## config.mk

```make
export PLATFORM = sky130hd
export DESIGN_NAME = picnic_stage_sequencer
export DESIGN_NICKNAME = d
export VERILOG_FILES = /design/src/rtl/picnic_seq_pkg.sv /design/src/rtl/picnic_stage_watchdog.sv /design/src/rtl/picnic_stage_sequencer.sv
export SDC_FILE = /design/constraint.sdc
export NUM_CORES = 1
export LEC_CHECK = 0
export ABC_AREA = 1
export CAP_MARGIN = 30
export CORE_AREA = 2 2 577 579
export CTS_BUF_LIST = sky130_fd_sc_hd__clkbuf_16
export CTS_CLUSTER_SIZE = 16
export DETAILED_ROUTE_END_ITERATION = 10
export DIE_AREA = 0 0 579 581
export GPL_ROUTABILITY_DRIVEN = 0
export SLEW_MARGIN = 10
export SYNTH_ARGS = -nofsm -noshare
export SYNTH_HDL_FRONTEND = slang
export SYNTH_SLANG_ARGS = --single-unit
export TNS_END_PERCENT = 10
```

## constraint.sdc

```tcl
create_clock -name clk -period 4.05 [get_ports clk]
set_clock_uncertainty 0.05 [all_clocks]
set_input_delay 0.81 -clock clk [delete_from_list [all_inputs] [get_ports clk]]
set_output_delay 0.81 -clock clk [all_outputs]
set_load 0.05 [all_outputs]
```

## src/rtl/picnic_seq_pkg.sv

```systemverilog
// Shared types and constants for the Picnic stage sequencer.
package picnic_seq_pkg;

  localparam int unsigned STAGE_IDX_W = 4;

  // Default role of each handshaked engine in the signing flow
  localparam int unsigned STG_TREE   = 0;
  localparam int unsigned STG_TAPES  = 1;
  localparam int unsigned STG_AUX    = 2;
  localparam int unsigned STG_COMMIT = 3;
  localparam int unsigned STG_HCH    = 4;
  localparam int unsigned STG_HCV    = 5;

  typedef enum logic [2:0] {
    ST_IDLE    = 3'd0,
    ST_LAUNCH  = 3'd1,
    ST_WAIT    = 3'd2,
    ST_ADVANCE = 3'd3,
    ST_FINISH  = 3'd4,
    ST_HOLD    = 3'd5,
    ST_FAULT   = 3'd6
  } seq_state_e;

endpackage

```

## src/rtl/picnic_stage_watchdog.sv

```systemverilog
// Per-stage cycle counter; o_expire_c flags the last allowed cycle of a nonzero limit.
module picnic_stage_watchdog #(
  parameter int unsigned TIMEOUT_W = 16
) (
  input  logic                 clk,
  input  logic                 reset,
  input  logic                 i_clr,
  input  logic                 i_en,
  input  logic [TIMEOUT_W-1:0] i_limit,
  output logic                 o_expire_c
);

  logic [TIMEOUT_W-1:0] r_count;

  always_ff @(posedge clk or negedge reset) begin
    if (!reset) begin
      r_count <= '0;
    end else if (i_clr) begin
      r_count <= '0;
    end else if (i_en) begin
      r_count <= r_count + TIMEOUT_W'(1);
    end
  end

  assign o_expire_c = (i_limit != '0) && (r_count == i_limit - TIMEOUT_W'(1));

endmodule

```

## src/rtl/picnic_stage_sequencer.sv

```systemverilog
// Runs the Picnic sub-engines in order for a programmable number of repetitions,
// with stage skipping, watchdog fault reporting and masked-key / digest capture.
module picnic_stage_sequencer
  import picnic_seq_pkg::*;
#(
  parameter int unsigned NUM_STAGES = 6,
  parameter int unsigned ROUNDS_W   = 8,
  parameter int unsigned TIMEOUT_W  = 16,
  parameter int unsigned KEY_W      = 128,
  parameter int unsigned DIGEST_W   = 256,
  parameter int unsigned MASK_STAGE = STG_AUX,
  parameter int unsigned CH_STAGE   = STG_HCH,
  parameter int unsigned CV_STAGE   = STG_HCV
) (
  input  logic                   clk,
  input  logic                   reset,
  input  logic                   i_start,
  input  logic [ROUNDS_W-1:0]    i_num_rounds,
  input  logic [NUM_STAGES-1:0]  i_skip_mask,
  input  logic [TIMEOUT_W-1:0]   i_timeout_limit,
  output logic [NUM_STAGES-1:0]  o_stage_start,
  input  logic [NUM_STAGES-1:0]  i_stage_done,
  input  logic [KEY_W-1:0]       i_sk,
  input  logic [KEY_W-1:0]       i_mask,
  input  logic [DIGEST_W-1:0]    i_digest_ch,
  input  logic [DIGEST_W-1:0]    i_digest_cv,
  output logic [ROUNDS_W-1:0]    o_round_idx,
  output logic [STAGE_IDX_W-1:0] o_stage_idx,
  output logic [KEY_W-1:0]       o_masked_key,
  output logic [DIGEST_W-1:0]    o_ch,
  output logic [DIGEST_W-1:0]    o_cv,
  output logic                   o_busy,
  output logic                   o_done,
  output logic                   o_error,
  output logic [STAGE_IDX_W-1:0] o_err_stage
);

  seq_state_e             r_state;
  logic [ROUNDS_W-1:0]    r_num_rounds;
  logic [NUM_STAGES-1:0]  r_skip;
  logic [TIMEOUT_W-1:0]   r_timeout;
  logic [NUM_STAGES-1:0]  r_stage_start;
  logic [ROUNDS_W-1:0]    r_round_idx;
  logic [STAGE_IDX_W-1:0] r_stage_idx;
  logic [KEY_W-1:0]       r_masked_key;
  logic [DIGEST_W-1:0]    r_ch;
  logic [DIGEST_W-1:0]    r_cv;
  logic                   r_busy;
  logic                   r_done;
  logic                   r_error;
  logic [STAGE_IDX_W-1:0] r_err_stage;

  logic [NUM_STAGES-1:0]  w_onehot;
  logic                   w_skip_cur;
  logic                   w_done_cur;
  logic                   w_wd_clr;
  logic                   w_wd_en;
  logic                   w_expire;

  // Decode the active stage once; avoids variable bit-selects of mismatched width
  assign w_onehot   = NUM_STAGES'(1) << r_stage_idx;
  assign w_skip_cur = |(r_skip & w_onehot);
  assign w_done_cur = |(i_stage_done & w_onehot);
  assign w_wd_clr   = (r_state == ST_LAUNCH) && !w_skip_cur;
  assign w_wd_en    = (r_state == ST_WAIT) && !w_done_cur && !w_expire;

  picnic_stage_watchdog #(
    .TIMEOUT_W (TIMEOUT_W)
  ) u_watchdog (
    .clk        (clk),
    .reset      (reset),
    .i_clr      (w_wd_clr),
    .i_en       (w_wd_en),
    .i_limit    (r_timeout),
    .o_expire_c (w_expire)
  );

  always_ff @(posedge clk or negedge reset) begin
    if (!reset) begin
      r_state       <= ST_IDLE;
      r_num_rounds  <= '0;
      r_skip        <= '0;
      r_timeout     <= '0;
      r_stage_start <= '0;
      r_round_idx   <= '0;
      r_stage_idx   <= '0;
      r_masked_key  <= KEY_W'(1);
      r_ch          <= '0;
      r_cv          <= '0;
      r_busy        <= 1'b0;
      r_done        <= 1'b0;
      r_error       <= 1'b0;
      r_err_stage   <= '0;
    end else begin
      case (r_state)
        ST_IDLE: begin
          if (i_start && !r_done) begin
            r_num_rounds <= i_num_rounds;
            r_skip       <= i_skip_mask;
            r_timeout    <= i_timeout_limit;
            r_round_idx  <= '0;
            r_stage_idx  <= '0;
            r_error      <= 1'b0;
            r_err_stage  <= '0;
            r_busy       <= 1'b1;
            r_state      <= (i_num_rounds == '0) ? ST_FINISH : ST_LAUNCH;
          end
        end
        ST_LAUNCH: begin
          if (!i_start) begin
            r_stage_start <= '0;
            r_busy        <= 1'b0;
            r_state       <= ST_IDLE;
          end else if (w_skip_cur) begin
            r_state <= ST_ADVANCE;
          end else begin
            r_stage_start <= w_onehot;
            r_state       <= ST_WAIT;
          end
        end
        ST_WAIT: begin
          if (!i_start) begin
            r_stage_start <= '0;
            r_busy        <= 1'b0;
            r_state       <= ST_IDLE;
          end else if (w_done_cur) begin
            r_stage_start <= '0;
            if (r_stage_idx == STAGE_IDX_W'(MASK_STAGE)) r_masked_key <= i_sk ^ i_mask;
            if (r_stage_idx == STAGE_IDX_W'(CH_STAGE))   r_ch <= i_digest_ch;
            if (r_stage_idx == STAGE_IDX_W'(CV_STAGE))   r_cv <= i_digest_cv;
            r_state <= ST_ADVANCE;
          end else if (w_expire) begin
            // Fault is reported on the expiring edge itself
            r_stage_start <= '0;
            r_busy        <= 1'b0;
            r_error       <= 1'b1;
            r_err_stage   <= r_stage_idx;
            r_state       <= ST_FAULT;
          end
        end
        ST_ADVANCE: begin
          if (!i_start) begin
            r_busy  <= 1'b0;
            r_state <= ST_IDLE;
          end else if (r_stage_idx != STAGE_IDX_W'(NUM_STAGES - 1)) begin
            r_stage_idx <= r_stage_idx + STAGE_IDX_W'(1);
            r_state     <= ST_LAUNCH;
          end else if (r_round_idx == r_num_rounds - ROUNDS_W'(1)) begin
            r_state <= ST_FINISH;
          end else begin
            r_stage_idx <= '0;
            r_round_idx <= r_round_idx + ROUNDS_W'(1);
            r_state     <= ST_LAUNCH;
          end
        end
        ST_FINISH: begin
          r_busy <= 1'b0;
          if (!i_start) begin
            r_state <= ST_IDLE;
          end else begin
            r_done  <= 1'b1;
            r_state <= ST_HOLD;
          end
        end
        ST_HOLD: begin
          if (!i_start) begin
            r_done  <= 1'b0;
            r_state <= ST_IDLE;
          end
        end
        ST_FAULT: begin
          if (!i_start) r_state <= ST_IDLE;
        end
        default: r_state <= ST_IDLE;
      endcase
    end
  end

  assign o_stage_start = r_stage_start;
  assign o_round_idx   = r_round_idx;
  assign o_stage_idx   = r_stage_idx;
  assign o_masked_key  = r_masked_key;
  assign o_ch          = r_ch;
  assign o_cv          = r_cv;
  assign o_busy        = r_busy;
  assign o_done        = r_done;
  assign o_error       = r_error;
  assign o_err_stage   = r_err_stage;

endmodule

```

==> metrics.md <==
| Metric | Value |
|---|---|
| Worst Hold Class | reg -> reg |
| Tightest Pin Transition | approximately 1.1 ns |
| Largest net degree at the start of global routing | between 90 and 100 |
| Hold Path Sink | o_stage_start[4] |
| Synth unique cells | 40 |
| Syn nets | 3256 |
| Psw | ~0.0062 W |
| Max cap viols | 0 |
| Initial antenna violation count | 228 |
| First-pass GRT wire length | 317.0 mm |
| Die X | 579 um |
| Worst Hold Path Cells | 2 |
| Post-route setup slack | approximately 0.66 ns |
| P_leak | roughly 25 nW |
| Core area | 329700 um2 |
| Net Sw Frac | 0.3081 |
| IO buf count | between 1000 and 1500 |
| Fin nets | ~4800 |
| Minimum clock period | around 3.4 ns |
| Power density cells | between 300 and 400 nW/um2 |
| Fin. Hold Viols | 0 |
| RSZ-0062 raised after global routing | no |
| Synth area leaders | dfrtp_1, mux2_4, xor2_1, nand2_1, o21ai_0 |
| Slowest CP cell | clkdlybuf4s50_1 |
| Clk Latency, worst-skew pair | ~0.83 ns |
| Worst slew margin | 0.2621 |
| Leading area contributor after synthesis | dfrtp_1 |
| Status | finished, final reports clean |
| Die area | approximately 340000 um2 |
| Pre-CTS worst setup slack | a little under 0.4 ns |
| Synth warnings | 0 |
| Clock buffer depth | 4 |
| # clock sinks | around 710 |
| Routed WL | 257.5 mm |
| Critical Path AT | roughly 2.5 ns |
| Hold Startpoint | o_stage_start[4] |
| R2R Path End | o_ch[33] |
| Commonest non-fill, non-tap cell in the layout | clkdlybuf4s50_1 |
| H-tree depth | 3 |
| Row count | 211 |
| Area growth, synth to finish | 75.35% |
| Sequential share of the synthesized area | 0.5609 |
| Synthesized area per cell | between 10 and 15 um2 |
| Placed cell count | slightly above 8000 |
| Design area | 55860 um2 |
| Peak Freq | ~0.29 GHz |
| Buf+Inv Stages, Crit Path | 1 |
| Finished Layout Cells | 8479 |
| Vias | ~27000 |
| Die height | 581 um |
| Post-Syn Instances | 2444 |
| Setup TNS Final | 0 ns |
| I/O pin cnt | 1472 |
| Startpoint types | flip-flop |
| R2R cell count | 12 |
| Share of cells above drive strength 1 | 0.1872 |
| DRC | 0 |
| Comb pwr share | 0.186 |
| Seq cells post-synth | slightly above 700 |
| Gr usage total | 0.1480 |
| Crit Path Max Fanout | 2 |
| CTS tree | done |
| Top cell family by delay on the critical path | buffers and inverters |
| Initial core utilization | 0.09661 |
| Routed WL per cell | about 30 um |
| Detail Route Antenna Nets | 0 |
| CTS Buf Count | 96 |
| Part of the power in the clock network | 0.429 |
| Sequential power share | 0.385 |
| Final setup fails | 0 |
| Worst reg-to-reg setup slack | ~0.8 ns |
| Crit-path cells | clkdlybuf4s50_1 |
| DRT Pass-1 Iters | 5 |
| Hold Worst Slack | 0.4318 ns |
| Initial DRC Count | about 1600 |
| Final period util | 0.8371 |
| Critical Path RT | 3.19 ns |
| Power Internal | 0.01393 W |
| Clock root buffer | clkbuf_16 |
| Final Max Tran Viols | 0 |
| Dpl cell area | 52250 um2 |
| CP endpoint kind | primary output |
| Most frequent cells in the layout | clkdlybuf4s50_1, dfrtp_1, mux2_4, nand2_1, inv_1 |
| Worst vdd ir | approximately 350 uV |
| Via density | 3.127 |
| Detail Placement HPWL | ~230 mm |
| Fill count | 36210 |
| Vias in the first global route | about 27000 |
| Crit path largest cell delay | between 1 and 1.5 ns |
| Reg clk slew, reported paths | roughly 0.060 ns |
| GRT overflow | 0 |
| Worst setup path category | reg -> out |
| Top-area cell type share of the netlist area | 0.5601 |
| Post-Synthesis Cell Area | ~32000 um2 |
| Critical R2R Launch | o_stage_idx[1] |
[worst max-delay path by stage]
stage / startpoint / to / cells past startpoint / slack [ns]
final: o_ch[113] / o_ch[113] / 1 / 0.66
after global placement: i_stage_done[0] / o_ch[78] / 10 / 0.43
after CTS: o_ch[24] / o_ch[24] / 1 / 0.55
after floorplan: o_stage_idx[2] / o_cv[100] / 12 / 1.63
after global routing: o_ch[24] / o_ch[24] / 1 / 0.56
after detailed placement: i_start / o_ch[67] / 8 / 0.39
[sequential cells by signal, summed over array words and instances (netlist names), 4 cells and up]
register	flops
o_cv	256
o_err_stage	4
r_skip	6
r_timeout	16
o_round_idx	8
o_stage_start	6
o_masked_key	128
o_ch	256
r_num_rounds	8
o_stage_idx	4
u_watchdog.r_count	16
[worst min-delay path, stage by stage, from the launching register on]
cell,delay [ns]
dfrtp_1,0.34
nand2_1,0.05
nand2_1,0.05
[through the flow]
step           total power [W]  utilization
3_3_place_gp           0.01144       0.1570
6_report               0.02013       0.1694
5_1_grt                0.02104       0.1693
4_1_cts                0.02047       0.1678
3_5_place_dp           0.01157       0.1585
2_1_floorplan         0.009622            -
[routing by layer]
layer | GRT usage | vias to the layer above | routed length [um]
met5 | 0 | - | 455
met4 | 0.04893 | 68 | 8591
met3 | 0.1050 | 574 | 42460
met2 | 0.2207 | 1792 | 109100
met1 | 0.1641 | 12840 | 96820
li1 | - | 11240 | -
[power by group through the flow]
stage	clock network, W	logic (W)	registers (W)
3_3_place_gp	0	0.00360	0.00784
2_1_floorplan	0	0.00137	0.00825
5_1_grt	0.00922	0.00404	0.00778
4_1_cts	0.00900	0.00374	0.00773
6_report	0.00863	0.00375	0.00775
3_5_place_dp	0	0.00371	0.00786
[cells in the mapped netlist, drive strengths merged]
master	count
a211oi	1
a21oi	6
a221oi	1
a41oi	1
buf	89
clkbuf	13
clkinv	1
dfrtp	713
dfstp	1
ha	5
inv	207
mux2	512
nand2	352
nand3	91
nand3b	4
nand4	17
nor2	84
nor3	11
nor3b	1
nor4	3
o211ai	1
o21ai	157
o21bai	2
o22ai	1
or2	1
xnor2	14
xor2	155
[area by class of cell]
class,count,area [um2],area share
timing repair buffer,1557,16170,0.2895
antenna,42,105.1,0.001882
clock buffer,96,2402,0.04301
multi-input combinational,1420,12390,0.2218
sequential,714,17870,0.3199
tap,4366,5463,0.09780
inverter,208,780.7,0.01398
clock inverter,76,675.6,0.01210
[cell families after synthesis]
family,Yosys count,share of synthesized area
xor+xnor,169,0.04647
simple gates,564,0.07482
compound gates,170,0.02730
fa+ha+maj,5,0.001964
mux,512,0.2375
flops,714,0.5609
buf+inv,310,0.05098
[repair_timing]
| item | in CTS | in global routing |
|---|---|---|
| hold endpoints to repair | 13 | 0 |
| hold buffers | 1 | 0 |
| gates resized for setup | 0 | 0 |
| buffers inserted | 0 | 0 |
Note: power is estimated with default switching activity, not from simulation.
